File: src/rtl/gpu_pkg.sv
// Shared encodings and defaults for the GPU core front end.
`timescale 1ns/1ps
package gpu_pkg;

  localparam int unsigned PROGRAM_MEM_ADDR_BITS_DEFAULT = 8;
  localparam int unsigned PROGRAM_MEM_DATA_BITS_DEFAULT = 16;
  localparam int unsigned COUNT_BITS                    = 16;

  // Scheduler states the fetcher reacts to
  localparam logic [2:0] CORE_STATE_FETCH  = 3'b001;
  localparam logic [2:0] CORE_STATE_DECODE = 3'b010;

  // Progress reported back to the scheduler
  typedef enum logic [2:0] {
    FETCHER_IDLE     = 3'b000,
    FETCHER_FETCHING = 3'b001,
    FETCHER_FETCHED  = 3'b010
  } fetcher_state_t;

  // Saturating increment for the hit/miss statistics
  function automatic logic [COUNT_BITS-1:0] sat_inc(input logic [COUNT_BITS-1:0] value);
    return (value == '1) ? value : value + COUNT_BITS'(1);
  endfunction

endpackage

File: src/rtl/icache_array.sv
// Direct-mapped, one-instruction-per-line storage: valid/tag/data arrays with
// a combinational lookup port, one write port and a synchronous flush.
`timescale 1ns/1ps
module icache_array #(
  parameter int unsigned ADDR_BITS = 8,
  parameter int unsigned DATA_BITS = 16,
  parameter int unsigned LINES     = 4
) (
  input  logic                 clk,
  input  logic                 reset,
  input  logic                 flush,
  input  logic [ADDR_BITS-1:0] lookup_addr,
  output logic                 lookup_hit_c,
  output logic [DATA_BITS-1:0] lookup_data_c,
  input  logic                 wr_en,
  input  logic [ADDR_BITS-1:0] wr_addr,
  input  logic [DATA_BITS-1:0] wr_data
);

  localparam int unsigned INDEX_BITS = $clog2(LINES);
  localparam int unsigned TAG_BITS   = ADDR_BITS - INDEX_BITS;

  logic [LINES-1:0]     valid_q;
  logic [TAG_BITS-1:0]  tag_q  [LINES];
  logic [DATA_BITS-1:0] data_q [LINES];

  logic [INDEX_BITS-1:0] lookup_index;
  logic [TAG_BITS-1:0]   lookup_tag;
  logic [INDEX_BITS-1:0] wr_index;
  logic [TAG_BITS-1:0]   wr_tag;

  assign lookup_index = lookup_addr[INDEX_BITS-1:0];
  assign lookup_tag   = lookup_addr[ADDR_BITS-1:INDEX_BITS];
  assign wr_index     = wr_addr[INDEX_BITS-1:0];
  assign wr_tag       = wr_addr[ADDR_BITS-1:INDEX_BITS];

  assign lookup_hit_c  = valid_q[lookup_index] && (tag_q[lookup_index] == lookup_tag);
  assign lookup_data_c = data_q[lookup_index];

  // Valid bits: flush beats a same-cycle write
  always_ff @(posedge clk) begin
    if (reset) begin
      valid_q <= '0;
    end else if (flush) begin
      valid_q <= '0;
    end else if (wr_en) begin
      valid_q[wr_index] <= 1'b1;
    end
  end

  // Tag and data arrays are not reset; valid bits gate their use
  always_ff @(posedge clk) begin
    if (wr_en) begin
      tag_q[wr_index]  <= wr_tag;
      data_q[wr_index] <= wr_data;
    end
  end

endmodule

File: src/rtl/fetcher_icache.sv
// Per-core instruction fetch stage with a small direct-mapped instruction
// cache in front of the program-memory valid/ready read channel.
`timescale 1ns/1ps
module fetcher_icache
  import gpu_pkg::*;
#(
  parameter int unsigned PROGRAM_MEM_ADDR_BITS = PROGRAM_MEM_ADDR_BITS_DEFAULT,
  parameter int unsigned PROGRAM_MEM_DATA_BITS = PROGRAM_MEM_DATA_BITS_DEFAULT,
  parameter int unsigned CACHE_LINES           = 4
) (
  input  logic                             clk,
  input  logic                             reset,
  input  logic                             flush,
  input  logic [2:0]                       core_state,
  input  logic [PROGRAM_MEM_ADDR_BITS-1:0] current_pc,
  output logic                             mem_read_valid,
  output logic [PROGRAM_MEM_ADDR_BITS-1:0] mem_read_address,
  input  logic                             mem_read_ready,
  input  logic [PROGRAM_MEM_DATA_BITS-1:0] mem_read_data,
  output logic [2:0]                       fetcher_state,
  output logic [PROGRAM_MEM_DATA_BITS-1:0] instruction,
  output logic [COUNT_BITS-1:0]            hit_count,
  output logic [COUNT_BITS-1:0]            miss_count
);

  fetcher_state_t                   state_q;
  logic                             fill_poisoned_q;
  logic                             lookup_hit_c;
  logic [PROGRAM_MEM_DATA_BITS-1:0] lookup_data_c;
  logic                             fill_write_c;

  assign fetcher_state = state_q;

  // A fill that saw a flush still returns its instruction but never installs the line
  assign fill_write_c = (state_q == FETCHER_FETCHING) && mem_read_ready && !fill_poisoned_q;

  icache_array #(
    .ADDR_BITS (PROGRAM_MEM_ADDR_BITS),
    .DATA_BITS (PROGRAM_MEM_DATA_BITS),
    .LINES     (CACHE_LINES)
  ) u_icache_array (
    .clk           (clk),
    .reset         (reset),
    .flush         (flush),
    .lookup_addr   (current_pc),
    .lookup_hit_c  (lookup_hit_c),
    .lookup_data_c (lookup_data_c),
    .wr_en         (fill_write_c),
    .wr_addr       (mem_read_address),
    .wr_data       (mem_read_data)
  );

  // Fetch FSM, memory handshake and hit/miss statistics
  always_ff @(posedge clk) begin
    if (reset) begin
      state_q          <= FETCHER_IDLE;
      mem_read_valid   <= 1'b0;
      mem_read_address <= '0;
      instruction      <= '0;
      hit_count        <= '0;
      miss_count       <= '0;
      fill_poisoned_q  <= 1'b0;
    end else begin
      case (state_q)
        FETCHER_IDLE: begin
          if (core_state == CORE_STATE_FETCH) begin
            if (lookup_hit_c && !flush) begin
              instruction <= lookup_data_c;
              hit_count   <= sat_inc(hit_count);
              state_q     <= FETCHER_FETCHED;
            end else begin
              mem_read_valid   <= 1'b1;
              mem_read_address <= current_pc;
              miss_count       <= sat_inc(miss_count);
              fill_poisoned_q  <= 1'b0;
              state_q          <= FETCHER_FETCHING;
            end
          end
        end
        FETCHER_FETCHING: begin
          if (flush) begin
            fill_poisoned_q <= 1'b1;
          end
          if (mem_read_ready) begin
            instruction    <= mem_read_data;
            mem_read_valid <= 1'b0;
            state_q        <= FETCHER_FETCHED;
          end
        end
        FETCHER_FETCHED: begin
          if (core_state == CORE_STATE_DECODE) begin
            state_q <= FETCHER_IDLE;
          end
        end
        default: begin
          mem_read_valid <= 1'b0;
          state_q        <= FETCHER_IDLE;
        end
      endcase
    end
  end

endmodule

File: config.mk
export PLATFORM = sky130hd
export DESIGN_NAME = fetcher_icache
export DESIGN_NICKNAME = d
export VERILOG_FILES = /design/src/rtl/gpu_pkg.sv /design/src/rtl/icache_array.sv /design/src/rtl/fetcher_icache.sv
export SDC_FILE = /design/constraint.sdc
export NUM_CORES = 1
export LEC_CHECK = 0
export ABC_CLOCK_PERIOD_IN_PS = 4600
export CAP_MARGIN = 20
export CORE_ASPECT_RATIO = 1.2
export CORE_MARGIN = 5
export CORE_UTILIZATION = 51
export CTS_BUF_LIST = sky130_fd_sc_hd__clkbuf_4
export DETAILED_ROUTE_END_ITERATION = 10
export PLACE_DENSITY = 0.83
export SETUP_SLACK_MARGIN = 0.1
export SLEW_MARGIN = 5
export SYNTH_ARGS = -nofsm -noshare
export SYNTH_HDL_FRONTEND = slang
export SYNTH_SLANG_ARGS = --single-unit
File: constraint.sdc
create_clock -name clk -period 4.6 [get_ports clk]
set_clock_uncertainty 0.05 [all_clocks]
set_input_delay 0.92 -clock clk [delete_from_list [all_inputs] [get_ports clk]]
set_output_delay 0.92 -clock clk [all_outputs]
set_load 0.05 [all_outputs]
==> metrics.md <==
| Metric | Value |
|---|---|
| Switch Pwr | 0.000606 W |
| Clk sinks | 152 |
| Worst Hold Launch | u_icache_array.valid_q[2]$_SDFFE_PP0P_ |
| Status | complete, no violations |
| Unrepaired setup endpoints after global routing | false |
| Die height | 134 µm |
| Pin count of the biggest net entering global routing | 39 |
| Pwr Density | 305 nW/µm² |
| CTS tree | built |
| Setup TNS | 0 ns |
| Met1 GRT Util | 0.248 |
| Nature of the critical path endpoint | register |
| Clock power share | 0.315 |
| Post-synthesis sequential element count | 152 |
| First-pass GRT wire length | 24600 µm |
| Fin cells | 809 |
| Max-slew headroom | 0.456 |
| Fmax | 259 MHz |
| Area of the core | 12700 µm² |
| Grt ovf | 0 |
| # DRC | 0 |
| GRT met2 Usage | 0.364 |
| Hold buffer count at cts | 0 |
| Worst-skew pair later-pin latency | 0.53 ns |
| Max Cap Viol | 0 |
| Synth unique cells | 44 |
| Most frequent cells in the layout | clkdlybuf4s50_1, edfxtp_1, nor2_1 |
| Placed Instances | 776 |
| Tot GR Track Use | 0.206 |
| Worst vdd ir | 0.259 mV |
| Hold EP | u_icache_array.valid_q[2]$_SDFFE_PP0P_ |
| Layout fillers | 996 |
| Min-delay worst type | reg2reg |
| Proportion of layout cells with a drive suffix above 1 | 0.138 |
| Post-synthesis cell area | 6570 µm² |
| Worst r2r dst | hit_count[3]$_SDFFE_PP0P_ |
| Post-CTS setup buffers | 0 |
| Ys flop type | edfxtp_1 |
| Synthesized Nets | 580 |
| WL/cell | 19.0 µm |
| H-tree levels | 4 |
| Avg Synthesized Cell Area | 12.0 µm² |
| CP required | 4.96 ns |
| Tmin final | 3.87 ns |
| Final WL | 15400 µm |
| Reg power frac | 0.603 |
| Flop2flop setup slack | 1.65 ns |
| CP Class | in2reg |
| Worst hold path depth | 1 |
| Met3 Resource Use GR | 0.0460 |
| Post-synth EDFFs | 88 |
| Max Root-Sink Buffers | 2 |
| Slew @ Worst Pin | 0.816 ns |
| Critical-path top delay cell | or4_1 |
| Max-slew violation count | 0 |
| Logic pwr share | 0.081 |
| # port buffers | 89 |
| Antenna-violating nets left | 0 |
| CP cell instances | clkdlybuf4s50_1, mux4_1, xnor2_1, nand4_1, or4_1, buf_4, o31a_1, o21a_1 |
| Ys Warns | 0 |
| Final period util | 0.840 |
| Bufs and invs on worst path | 2 |
| Vias/cell | 5.98 |
| Die W | 114 µm |
| Highest cell delay on the worst timing path | 0.81 ns |
| Root buffer cell | clkbuf_4 |
| Sequential-to-total area share from yosys stat | 0.598 |
| Vias post-DR | 4839 |
| Post-synth ARST share | 0 |
| Worst Hold Slack | 0.431 ns |
| CTS Buf Count | 17 |
| Cells after synthesis | 547 |
| Die ar. | 15300 µm² |
| Critical Path Start Type | input pin |
| # setup viols final | 0 |
| Ports | 91 |
| Area grow syn2layout | 20.6% |
| CTS resizes | 0 |
| Nets | 664 |
| Antenna violations before repair | 1 |
| Leak | 2.71 nW |
| Critical path arrival | 4.23 ns |
| Cell depth of the worst setup path | 8 |
| FF-to-FF path depth | 7 |
| R2r startpoint | u_icache_array.tag_q[2][1]$_DFFE_PP_ |
| HPWL Detailed | 10000 µm |
| Row count | 45 |
| Max FO, Critical Path | 17 |
| GP Congestion | 0.805 |
| Final hold violation count | 0 |
| Top delay family on crit path | buffers and inverters |
| Net Sw Frac | 0.251 |
| Cell-internal power | 0.00181 W |
| Starting Density | 0.518 |
| GRT Max-Usage Layer | met2 |
| Worst-path clk slew | 0.11 ns |
| Vias in the first global route | 4808 |
| 1st-pass router iterations | 5 |
| DRT iter0 DRCs | 541 |
[worst register-to-register path: cells and delay by family (launching register included)]
kind | cells | cell delay, ns
xor+xnor | 1 | 0.16
mux | 1 | 0.51
simple gates | 2 | 0.96
compound gates | 2 | 0.48
flops | 1 | 0.39
buf+inv | 1 | 0.31
[layout make-up]
cell class	instances	area, µm²	area share
repair buffers	106	1030	0.130
well taps	164	205	0.0259
multi-input cells	348	2470	0.312
clock buffers	19	143	0.0180
inverters	6	22.5	0.00285
flip-flops and latches	152	3920	0.496
clock inverters	13	124	0.0156
diodes	1	2.50	0.000316
[metal layers]
| layer | routed length (µm) | part of all wire |
|---|---|---|
| met5 | 0 | 0 |
| met4 | 238 | 0.015 |
| met3 | 1200 | 0.078 |
| met2 | 7960 | 0.52 |
| met1 | 5990 | 0.39 |
[how the worst max path moves through the flow]
stage,slack [ns],from,end
6_report,0.73,current_pc[0],hit_count[3]$_SDFFE_PP0P_
5_1_grt,0.63,current_pc[0],hit_count[3]$_SDFFE_PP0P_
4_1_cts,0.76,current_pc[0],hit_count[3]$_SDFFE_PP0P_
3_5_place_dp,0.18,current_pc[0],hit_count[13]$_SDFFE_PP0P_
3_3_place_gp,0.20,current_pc[0],hit_count[3]$_SDFFE_PP0P_
2_1_floorplan,0.29,mem_read_ready,u_icache_array.data_q[2][0]$_DFFE_PP_
[per-stage QoR]
step                area [µm²]  total power [W]  setup slack, ns   util
global placement          7650          0.00168            0.204  0.604
floorplan                 6570          0.00160            0.288      -
detailed placement        7650          0.00168            0.183  0.604
global route              7920          0.00251            0.627  0.625
finish                    7920          0.00241            0.735  0.625
CTS                       7910          0.00243            0.760  0.625
[Yosys cell counts (2+ instances only)]
library cell	n	area share
mux4_1	2	0.0080
or4_1	12	0.014
ha_1	2	0.0038
inv_1	6	0.0034
and2_1	2	0.0019
nand4_1	9	0.0086
dfxtp_1	64	0.20
xnor2_1	3	0.0040
nor2_1	73	0.042
nor3b_1	2	0.0023
nand2b_1	3	0.0029
mux2i_1	5	0.0076
o21ai_0	31	0.024
buf_6	2	0.0034
nand3_1	23	0.018
edfxtp_1	88	0.40
mux2_2	14	0.024
and4_1	6	0.0080
clkbuf_1	28	0.016
buf_1	4	0.0023
buf_2	6	0.0046
and3_1	2	0.0019
nand2_1	15	0.0086
nor2b_1	17	0.016
o21a_1	8	0.0091
a21oi_1	41	0.031
a221oi_1	2	0.0027
nor4_1	8	0.0076
o31a_1	3	0.0040
nor3_1	6	0.0046
or3_1	4	0.0038
o211a_1	17	0.026
o31ai_1	10	0.011
mux4_2	19	0.065
[power by group through the flow]
stage	clock network [W]	registers [W]	logic [W]
2_1_floorplan	0	0.00151	0.0000903
3_3_place_gp	0	0.00149	0.000189
3_5_place_dp	0	0.00149	0.000195
4_1_cts	0.000775	0.00146	0.000196
5_1_grt	0.000840	0.00146	0.000211
6_report	0.000761	0.00146	0.000196
[flip-flops by register name, summed over array words and instances, names as in the netlist]
name and cells:
u_icache_array.valid_q 4, mem_read_valid 1, instruction 16, fill_poisoned_q 1, fetcher_state 2, miss_count 16, u_icache_array.tag_q 24, u_icache_array.data_q 64
mem_read_address 8, hit_count 16
[cells by family (layout without fill, tap and decap cells)]
family | after synthesis | after routing | share of synthesized area
flip-flops | 152 | 152 | 0.598
AND/OR/NAND/NOR | 185 | 185 | 0.143
adder cells (fa/ha/maj) | 2 | 2 | 0.00381
AO/OA/AOI/OAI | 115 | 115 | 0.112
XOR/XNOR | 4 | 4 | 0.00534
other | 1 | 2 | 0.000571
buffers and inverters | 47 | 144 | 0.0309
multiplexers | 41 | 41 | 0.107
No activity file was read; power rests on OpenSTA's default activity.
